## src/rtl/store_pkg.sv

```systemverilog
// -----------------------------------------------------------------------------
// store_pkg
// Shared definitions for the store datapath: MIPS store opcodes, instruction
// field bit positions, the store-width classification and small helpers.
// Build option: STORE_ALIGN_CHECK_EN (used in store.sv) enables alignment
// fault detection.
// -----------------------------------------------------------------------------
package store_pkg;

    // Store opcodes (instruction[31:26])
    localparam logic [5:0] OP_SW = 6'b101011;
    localparam logic [5:0] OP_SH = 6'b101001;
    localparam logic [5:0] OP_SB = 6'b101000;

    // I-type instruction field positions
    localparam int OPCODE_MSB = 31;
    localparam int OPCODE_LSB = 26;
    localparam int RS_MSB     = 25;
    localparam int RS_LSB     = 21;
    localparam int RT_MSB     = 20;
    localparam int RT_LSB     = 16;
    localparam int IMM_MSB    = 15;
    localparam int IMM_LSB    = 0;

    // Width class of the access carried by the current instruction
    typedef enum logic [1:0] {
        ST_NONE = 2'd0,
        ST_BYTE = 2'd1,
        ST_HALF = 2'd2,
        ST_WORD = 2'd3
    } store_kind_e;

    // Map an opcode onto its store width; anything unknown is not a store.
    function automatic store_kind_e decode_kind(input logic [5:0] opcode);
        store_kind_e kind;
        case (opcode)
            OP_SW:   kind = ST_WORD;
            OP_SH:   kind = ST_HALF;
            OP_SB:   kind = ST_BYTE;
            default: kind = ST_NONE;
        endcase
        return kind;
    endfunction

    // Sign-extend a 16-bit immediate to 32 bits.
    function automatic logic [31:0] sign_ext16(input logic [15:0] imm);
        return {{16{imm[15]}}, imm};
    endfunction

endpackage

```

## src/rtl/store_agu.sv

```systemverilog
// -----------------------------------------------------------------------------
// store_agu
// Address generation unit: effective address = base + sign-extended imm,
// wrapping modulo 2^32 (no overflow detection). Purely combinational; the
// result is registered by the parent.
// Ports:
//   base    in  32  register-file value of rs
//   imm     in  16  instruction immediate
//   ea      out 32  effective byte address
// -----------------------------------------------------------------------------
module store_agu
    import store_pkg::*;
(
    input  logic [31:0] base,
    input  logic [15:0] imm,
    output logic [31:0] ea
);

    logic [31:0] imm_ext_s;

    // Sign extension of the displacement
    always_comb begin
        imm_ext_s = sign_ext16(imm);
    end

    // Wrapping 32-bit add; carry-out intentionally discarded
    always_comb begin
        ea = base + imm_ext_s;
    end

endmodule

```

## src/rtl/store.sv

```systemverilog
// -----------------------------------------------------------------------------
// store
// Store unit for a MIPS-style pipeline. Every cycle it samples an I-type
// instruction with its rs/rt register values, computes the effective address,
// and presents a registered memory write (address, lane-replicated data,
// little-endian byte enables, write strobe) one cycle later.
// Build option: define STORE_ALIGN_CHECK_EN to suppress misaligned SH/SW
// writes and flag them on 'misaligned'; otherwise 'misaligned' is always 0 and
// the offending low address bits are ignored.
// Ports:
//   clk           in  1   rising-edge clock
//   reset         in  1   synchronous active-high reset
//   instruction   in  32  [31:26] opcode, [25:21] rs, [20:16] rt, [15:0] imm
//   Read_data1    in  32  rs value (base)
//   Read_data2    in  32  rt value (store data)
//   address       out 32  registered effective byte address
//   write_enable  out 1   registered write strobe
//   write_data    out 32  registered lane-aligned data
//   byte_en       out 4   registered byte enables (bit i -> data[8i+7:8i])
//   misaligned    out 1   registered alignment fault flag
// -----------------------------------------------------------------------------
module store
    import store_pkg::*;
(
    input  logic        clk,
    input  logic        reset,
    input  logic [31:0] instruction,
    input  logic [31:0] Read_data1,
    input  logic [31:0] Read_data2,
    output logic [31:0] address,
    output logic        write_enable,
    output logic [31:0] write_data,
    output logic [3:0]  byte_en,
    output logic        misaligned
);

    logic [5:0]  opcode_s;
    logic [15:0] imm_s;
    logic [31:0] ea_s;
    store_kind_e kind_s;

    logic        next_we_s;
    logic [3:0]  next_be_s;
    logic [31:0] next_wd_s;
    logic        next_mis_s;

    logic [31:0] address_r;
    logic        write_enable_r;
    logic [31:0] write_data_r;
    logic [3:0]  byte_en_r;
    logic        misaligned_r;

    // Register indices come from the register file upstream; here they are
    // only carried in the instruction word.
    logic        unused_fields_s;

    // Instruction field extraction
    always_comb begin
        opcode_s        = instruction[OPCODE_MSB:OPCODE_LSB];
        imm_s           = instruction[IMM_MSB:IMM_LSB];
        unused_fields_s = ^{instruction[RS_MSB:RS_LSB], instruction[RT_MSB:RT_LSB]};
    end

    store_agu u_agu (
        .base (Read_data1),
        .imm  (imm_s),
        .ea   (ea_s)
    );

    // Lane steering and byte-enable generation for the sampled instruction
    always_comb begin
        kind_s     = decode_kind(opcode_s);
        next_we_s  = 1'b0;
        next_be_s  = 4'b0000;
        next_wd_s  = 32'h0000_0000;
        next_mis_s = 1'b0;

        case (kind_s)
            ST_WORD: begin
                next_we_s = 1'b1;
                next_be_s = 4'b1111;
                next_wd_s = Read_data2;
            end
            ST_HALF: begin
                // Halfword is replicated into both halves; addr[1] picks the half.
                next_we_s = 1'b1;
                next_be_s = ea_s[1] ? 4'b1100 : 4'b0011;
                next_wd_s = {2{Read_data2[15:0]}};
            end
            ST_BYTE: begin
                // Byte is replicated into all lanes; addr[1:0] picks the lane.
                next_we_s = 1'b1;
                next_be_s = 4'b0001 << ea_s[1:0];
                next_wd_s = {4{Read_data2[7:0]}};
            end
            default: begin
                next_we_s  = 1'b0;
                next_be_s  = 4'b0000;
                next_wd_s  = 32'h0000_0000;
                next_mis_s = 1'b0;
            end
        endcase

`ifdef STORE_ALIGN_CHECK_EN
        // A misaligned halfword/word never reaches memory; the address is
        // still registered so the fault handler can see where it pointed.
        if (((kind_s == ST_WORD) && (ea_s[1:0] != 2'b00)) ||
            ((kind_s == ST_HALF) && ea_s[0])) begin
            next_we_s  = 1'b0;
            next_be_s  = 4'b0000;
            next_wd_s  = 32'h0000_0000;
            next_mis_s = 1'b1;
        end else begin
            next_mis_s = 1'b0;
        end
`endif
    end

    // Output registers; reset discards whatever was sampled on that edge
    always_ff @(posedge clk) begin
        if (reset) begin
            address_r      <= 32'h0000_0000;
            write_enable_r <= 1'b0;
            write_data_r   <= 32'h0000_0000;
            byte_en_r      <= 4'b0000;
            misaligned_r   <= 1'b0;
        end else begin
            address_r      <= ea_s;
            write_enable_r <= next_we_s;
            write_data_r   <= next_wd_s;
            byte_en_r      <= next_be_s;
            misaligned_r   <= next_mis_s;
        end
    end

    // Drive ports straight from flops
    always_comb begin
        address      = address_r;
        write_enable = write_enable_r;
        write_data   = write_data_r;
        byte_en      = byte_en_r;
        misaligned   = misaligned_r;
    end

endmodule

```

## config.mk

```make
export PLATFORM = sky130hd
export DESIGN_NAME = store
export DESIGN_NICKNAME = d
export VERILOG_FILES = /design/src/rtl/store_pkg.sv /design/src/rtl/store_agu.sv /design/src/rtl/store.sv
export SDC_FILE = /design/constraint.sdc
export NUM_CORES = 1
export LEC_CHECK = 0
export BUFFER_PORTS_ARGS = -buffer_cell sky130_fd_sc_hd__buf_2
export CAP_MARGIN = 40
export CORE_MARGIN = 2
export CORE_UTILIZATION = 44
export CTS_CLUSTER_SIZE = 20
export DETAILED_ROUTE_END_ITERATION = 10
export GPL_TIMING_DRIVEN = 0
export MAX_ROUTING_LAYER = met4
export PLACE_DENSITY = 0.77
export SLEW_MARGIN = 10
export SYNTH_ARGS = -nofsm -noshare
export SYNTH_HDL_FRONTEND = slang
export SYNTH_SLANG_ARGS = --single-unit
```

## constraint.sdc

```tcl
create_clock -name clk -period 2.3 [get_ports clk]
set_input_delay 0.46 -clock clk [delete_from_list [all_inputs] [get_ports clk]]
set_output_delay 0.46 -clock clk [all_outputs]
set_load 0.01 [all_outputs]
```

==> flow_metrics.py <==
metrics = {
    "timing": {
        "post-route-worst-setup-slack_ns": 0.01039,
        "max_clock_freq_ghz": 0.4368,
        "worst_slew_pin_slew_ns": 0.6320,
        "final_hold_vios": 0,
        "setup-violations-final": 0,
        "post-route-min-period_ns": 2.290,
        "drv_slew": 0,
        "worst_slew_margin_rel_pct": 57.87,
        "grt_setup_unrepaired": "true",
        "final.period_utilization_pct": 99.55,
        "fin_tns_setup_ns": 0,
    },
    "job": {
        "drv.max_cap_violation_count": 0,
    },
    "pwr": {
        "share_clk_of_total_power_pct": 33.3,
        "worst_ir_drop_vdd_mv": 0.4183,
        "power.combinational.fraction_pct": 28.7,
        "cellLeakagePower_uw": 0.002552,
        "internal-power_uw": 2315,
        "p_per_area_nw_per_um2": 627.6,
        "switching_power_uw": 1099,
        "sw_share_pct": 32.19,
        "pwr-share-seq_pct": 38.0,
    },
    "floorplan": {
        "fp-row-count": 35,
        "die_area_um2": 10200,
        "floorplan.die.height_um": 101.0,
        "die_w_um": 101.0,
        "effective_utilization_at_floorplan_pct": 45.03,
        "pin_count": 168,
        "fp.coreArea_um2": 9196,
    },
    "cts": {
        "cts_inserted_buffers": 9,
        "clock_tree.htree_level_count": 3,
        "postCtsHoldBufs": 0,
        "clock-sinks": 69,
        "cts.clk_slew.worst_paths_ns": 0.09,
        "clk_root_buffer_cell": "sky130_fd_sc_hd__clkbuf_8",
        "cts.path.max_buffers": 2,
        "cts_tree": "built",
    },
    "placed_design": {
        "placement.cell_area_um2": 5077,
        "place_hpwl_um": 9523,
        "pre_cts_slack_ns": -0.4546,
        "gpl.final_weighted_congestion": 0.9594,
        "io_buffers": 155,
        "place.detailed.instances": 763,
    },
    "worst_setup_path": {
        "startpoint_type": "primary input",
        "setup.worst_path.end_class": "flop",
        "critical_path_required_ns": 2.54,
        "critical_path_arrival_ns": 2.53,
        "timing.critical_path.fanout_max": 6,
        "critPathKind": "in -> reg",
    },
    "status": {
        "status": "finished clean",
    },
    "layout": {
        "layout.cell_area.non_filler_um2": 5439,
        "final_core_util_pct": 59.14,
        "proportion_of_layout_cells_with_a_drive_suffix_above_1_pct": 35.27,
        "antenna_cells_inserted": 0,
        "layout.nets": 797,
        "area_delta_synth_final_pct": 31.33,
        "final-instance-count-excl-fill": 783,
    },
    "global_routing": {
        "grt_first_pass_wirelength_um": 18980,
        "groute.usage.overall_pct": 24.40,
        "grt_antenna_before_repair": 0,
        "vias_in_the_first_global_route": 4070,
        "grt_remaining_overflow": 0,
        "grt_start_max_net_pins": 18,
    },
    "detailed_routing": {
        "routedWlPerCell_um": 16.00,
        "dr.pass1.iters": 5,
        "vias": 4360,
        "drt-vias-per-instance": 5.568,
        "drc_errors": 0,
        "antenna_violating_nets_post_route": 0,
        "route.final.wire_length_um": 12530,
        "first_iter_violations": 189,
    },
    "synth": {
        "yosys-top-cells-area": "sky130_fd_sc_hd__dfxtp_1 33%, sky130_fd_sc_hd__ha_1 9.4%, sky130_fd_sc_hd__nor2_1 5.7%",
        "yosys.area_share.xor_xnor_pct": 3.384,
        "netlist.area_leader.share_pct": 33.35,
        "synth_top_cell_by_area": "sky130_fd_sc_hd__dfxtp_1",
        "post_synth_mux_area_share_pct": 3.233,
        "synth-async-reset-ratio_pct": 0,
        "yosys_register_bits": 69,
        "synth.cell_area_um2": 4141,
        "synth_sequential_area_ratio_pct": 33.35,
        "ys_dominant_reg_cell": "sky130_fd_sc_hd__dfxtp_1",
        "post_synth_num_cell_types": 69,
        "synth_simple_gate_area_share_pct": 23.02,
        "synth_edf_count": 0,
        "yosysWarningCount": 0,
        "postSynthNetCount": 627,
        "synthesis.area_per_instance_um2": 8.333,
        "synth_compound_area_share_pct": 23.26,
        "yosys.cell_count.top_type": "sky130_fd_sc_hd__dfxtp_1",
        "dominant_combinational_cell_family_by_area_after_synthesis": "compound AO/OA/AOI/OAI gates",
        "synthCells": 497,
        "synthAdderAreaFrac_pct": 9.849,
        "synth_top_cells_by_count": "69 x sky130_fd_sc_hd__dfxtp_1, 63 x sky130_fd_sc_hd__nor2_1, 45 x sky130_fd_sc_hd__a21oi_1",
    },
    "min_path": {
        "holdCritPathClass": "in -> reg",
    },
}
==> logic make-up (layout without fill, tap and decap cells) <==
group           after synthesis  in the layout
flops                        69             69
fa+ha+maj                    32             32
other cells                   1              1
xor+xnor                     16             16
simple gates                191            191
mux                          12             12
buf+inv                      37            212
compound gates              139            139
==> flip-flops by register name, indices dropped and copies added, names as in the netlist <==
signal / flops
address: 32
byte_en: 4
write_data: 32
write_enable: 1
==> repair_timing <==
item,in CTS,in global routing
gates resized for setup,2,19
pin swaps,2,9
endpoints found under the setup margin,4,9
setup buffers,1,5
hold endpoints to repair,0,0
==> cell usage in the layout (no fill, tap or decap), types with 3 or more instances in the layout <==
cell type                  instances
sky130_fd_sc_hd__nor3_1           18
sky130_fd_sc_hd__o21bai_1          3
sky130_fd_sc_hd__nor2b_1          10
sky130_fd_sc_hd__o211ai_1          7
sky130_fd_sc_hd__and3_1            5
sky130_fd_sc_hd__mux2_2            9
sky130_fd_sc_hd__o21ai_0          17
sky130_fd_sc_hd__or3_1             3
sky130_fd_sc_hd__nand2_1          38
sky130_fd_sc_hd__or2_2             3
sky130_fd_sc_hd__o21a_1            7
sky130_fd_sc_hd__clkbuf_8          9
sky130_fd_sc_hd__clkbuf_1         12
sky130_fd_sc_hd__nand2b_1          7
sky130_fd_sc_hd__a311oi_2          3
sky130_fd_sc_hd__a31oi_1           3
sky130_fd_sc_hd__xnor2_1           7
sky130_fd_sc_hd__and2_1           11
sky130_fd_sc_hd__a21oi_1          41
sky130_fd_sc_hd__buf_4             9
sky130_fd_sc_hd__nand4_1           6
sky130_fd_sc_hd__ha_1             29
sky130_fd_sc_hd__a22oi_1           8
sky130_fd_sc_hd__dfxtp_1          69
sky130_fd_sc_hd__a21o_1            8
sky130_fd_sc_hd__nand2_2           3
sky130_fd_sc_hd__o21ai_1           4
sky130_fd_sc_hd__nor2_1           63
sky130_fd_sc_hd__inv_1             8
sky130_fd_sc_hd__buf_2           160
sky130_fd_sc_hd__a21oi_2           6
sky130_fd_sc_hd__xor2_1            9
sky130_fd_sc_hd__nand3_1           8
sky130_fd_sc_hd__a211oi_1          8
==> critical path, cell delays in order <==
cell                       delay [ns]
sky130_fd_sc_hd__buf_2           0.10
sky130_fd_sc_hd__ha_2            0.35
sky130_fd_sc_hd__a21oi_2         0.19
sky130_fd_sc_hd__nand2_1         0.09
sky130_fd_sc_hd__o211a_1         0.30
sky130_fd_sc_hd__o21ai_4         0.26
sky130_fd_sc_hd__nand2_2         0.11
sky130_fd_sc_hd__a311oi_2        0.32
sky130_fd_sc_hd__mux2_1          0.35
==> area by class of cell <==
| class | count | area [um^2] |
|---|---|---|
| Buffer | 25 | 112.6 |
| Clock buffer | 9 | 123.9 |
| Clock inverter | 7 | 98.84 |
| Fill cell | 849 | 3757 |
| Inverter | 10 | 37.54 |
| Multi-Input combinational cell | 391 | 2710 |
| Sequential cell | 69 | 1381 |
| Tap cell | 111 | 138.9 |
| Timing Repair Buffer | 161 | 835.8 |
==> final timing paths <==
check | from | to | slack [ns] | cells past startpoint
hold / removal | Read_data2[19] | write_data[19] | 0.35 | 3
setup / recovery | instruction[4] | address[17] | 0.01 | 9
==> per-layer routing <==
metal	vias up	global-route usage, %	share of wire [%]
met2	207	40.41	47
met4	0	11.75	3.7
met5	-	-	0
met1	1990	28.20	42
li1	2124	-	-
met3	39	4.993	7.5
==> power by group through the flow <==
stage          Combinational (uW)  Sequential (uW)  Clock, uW
2_1_floorplan                 558             1370          0
6_report                      981             1300       1140
4_1_cts                       922             1300       1160
5_1_grt                      1070             1300       1210
3_5_place_dp                  907             1320          0
3_3_place_gp                  891             1320          0
==> per-stage QoR <==
step / hold WS [ns] / power (uW)
6_report: 0.3488 / 3413
5_1_grt: 0.3198 / 3587
4_1_cts: 0.3332 / 3376
3_5_place_dp: 0.7158 / 2231
3_3_place_gp: 0.7147 / 2214
2_1_floorplan: 0.5817 / 1929
(Power assumes the default switching activity.)
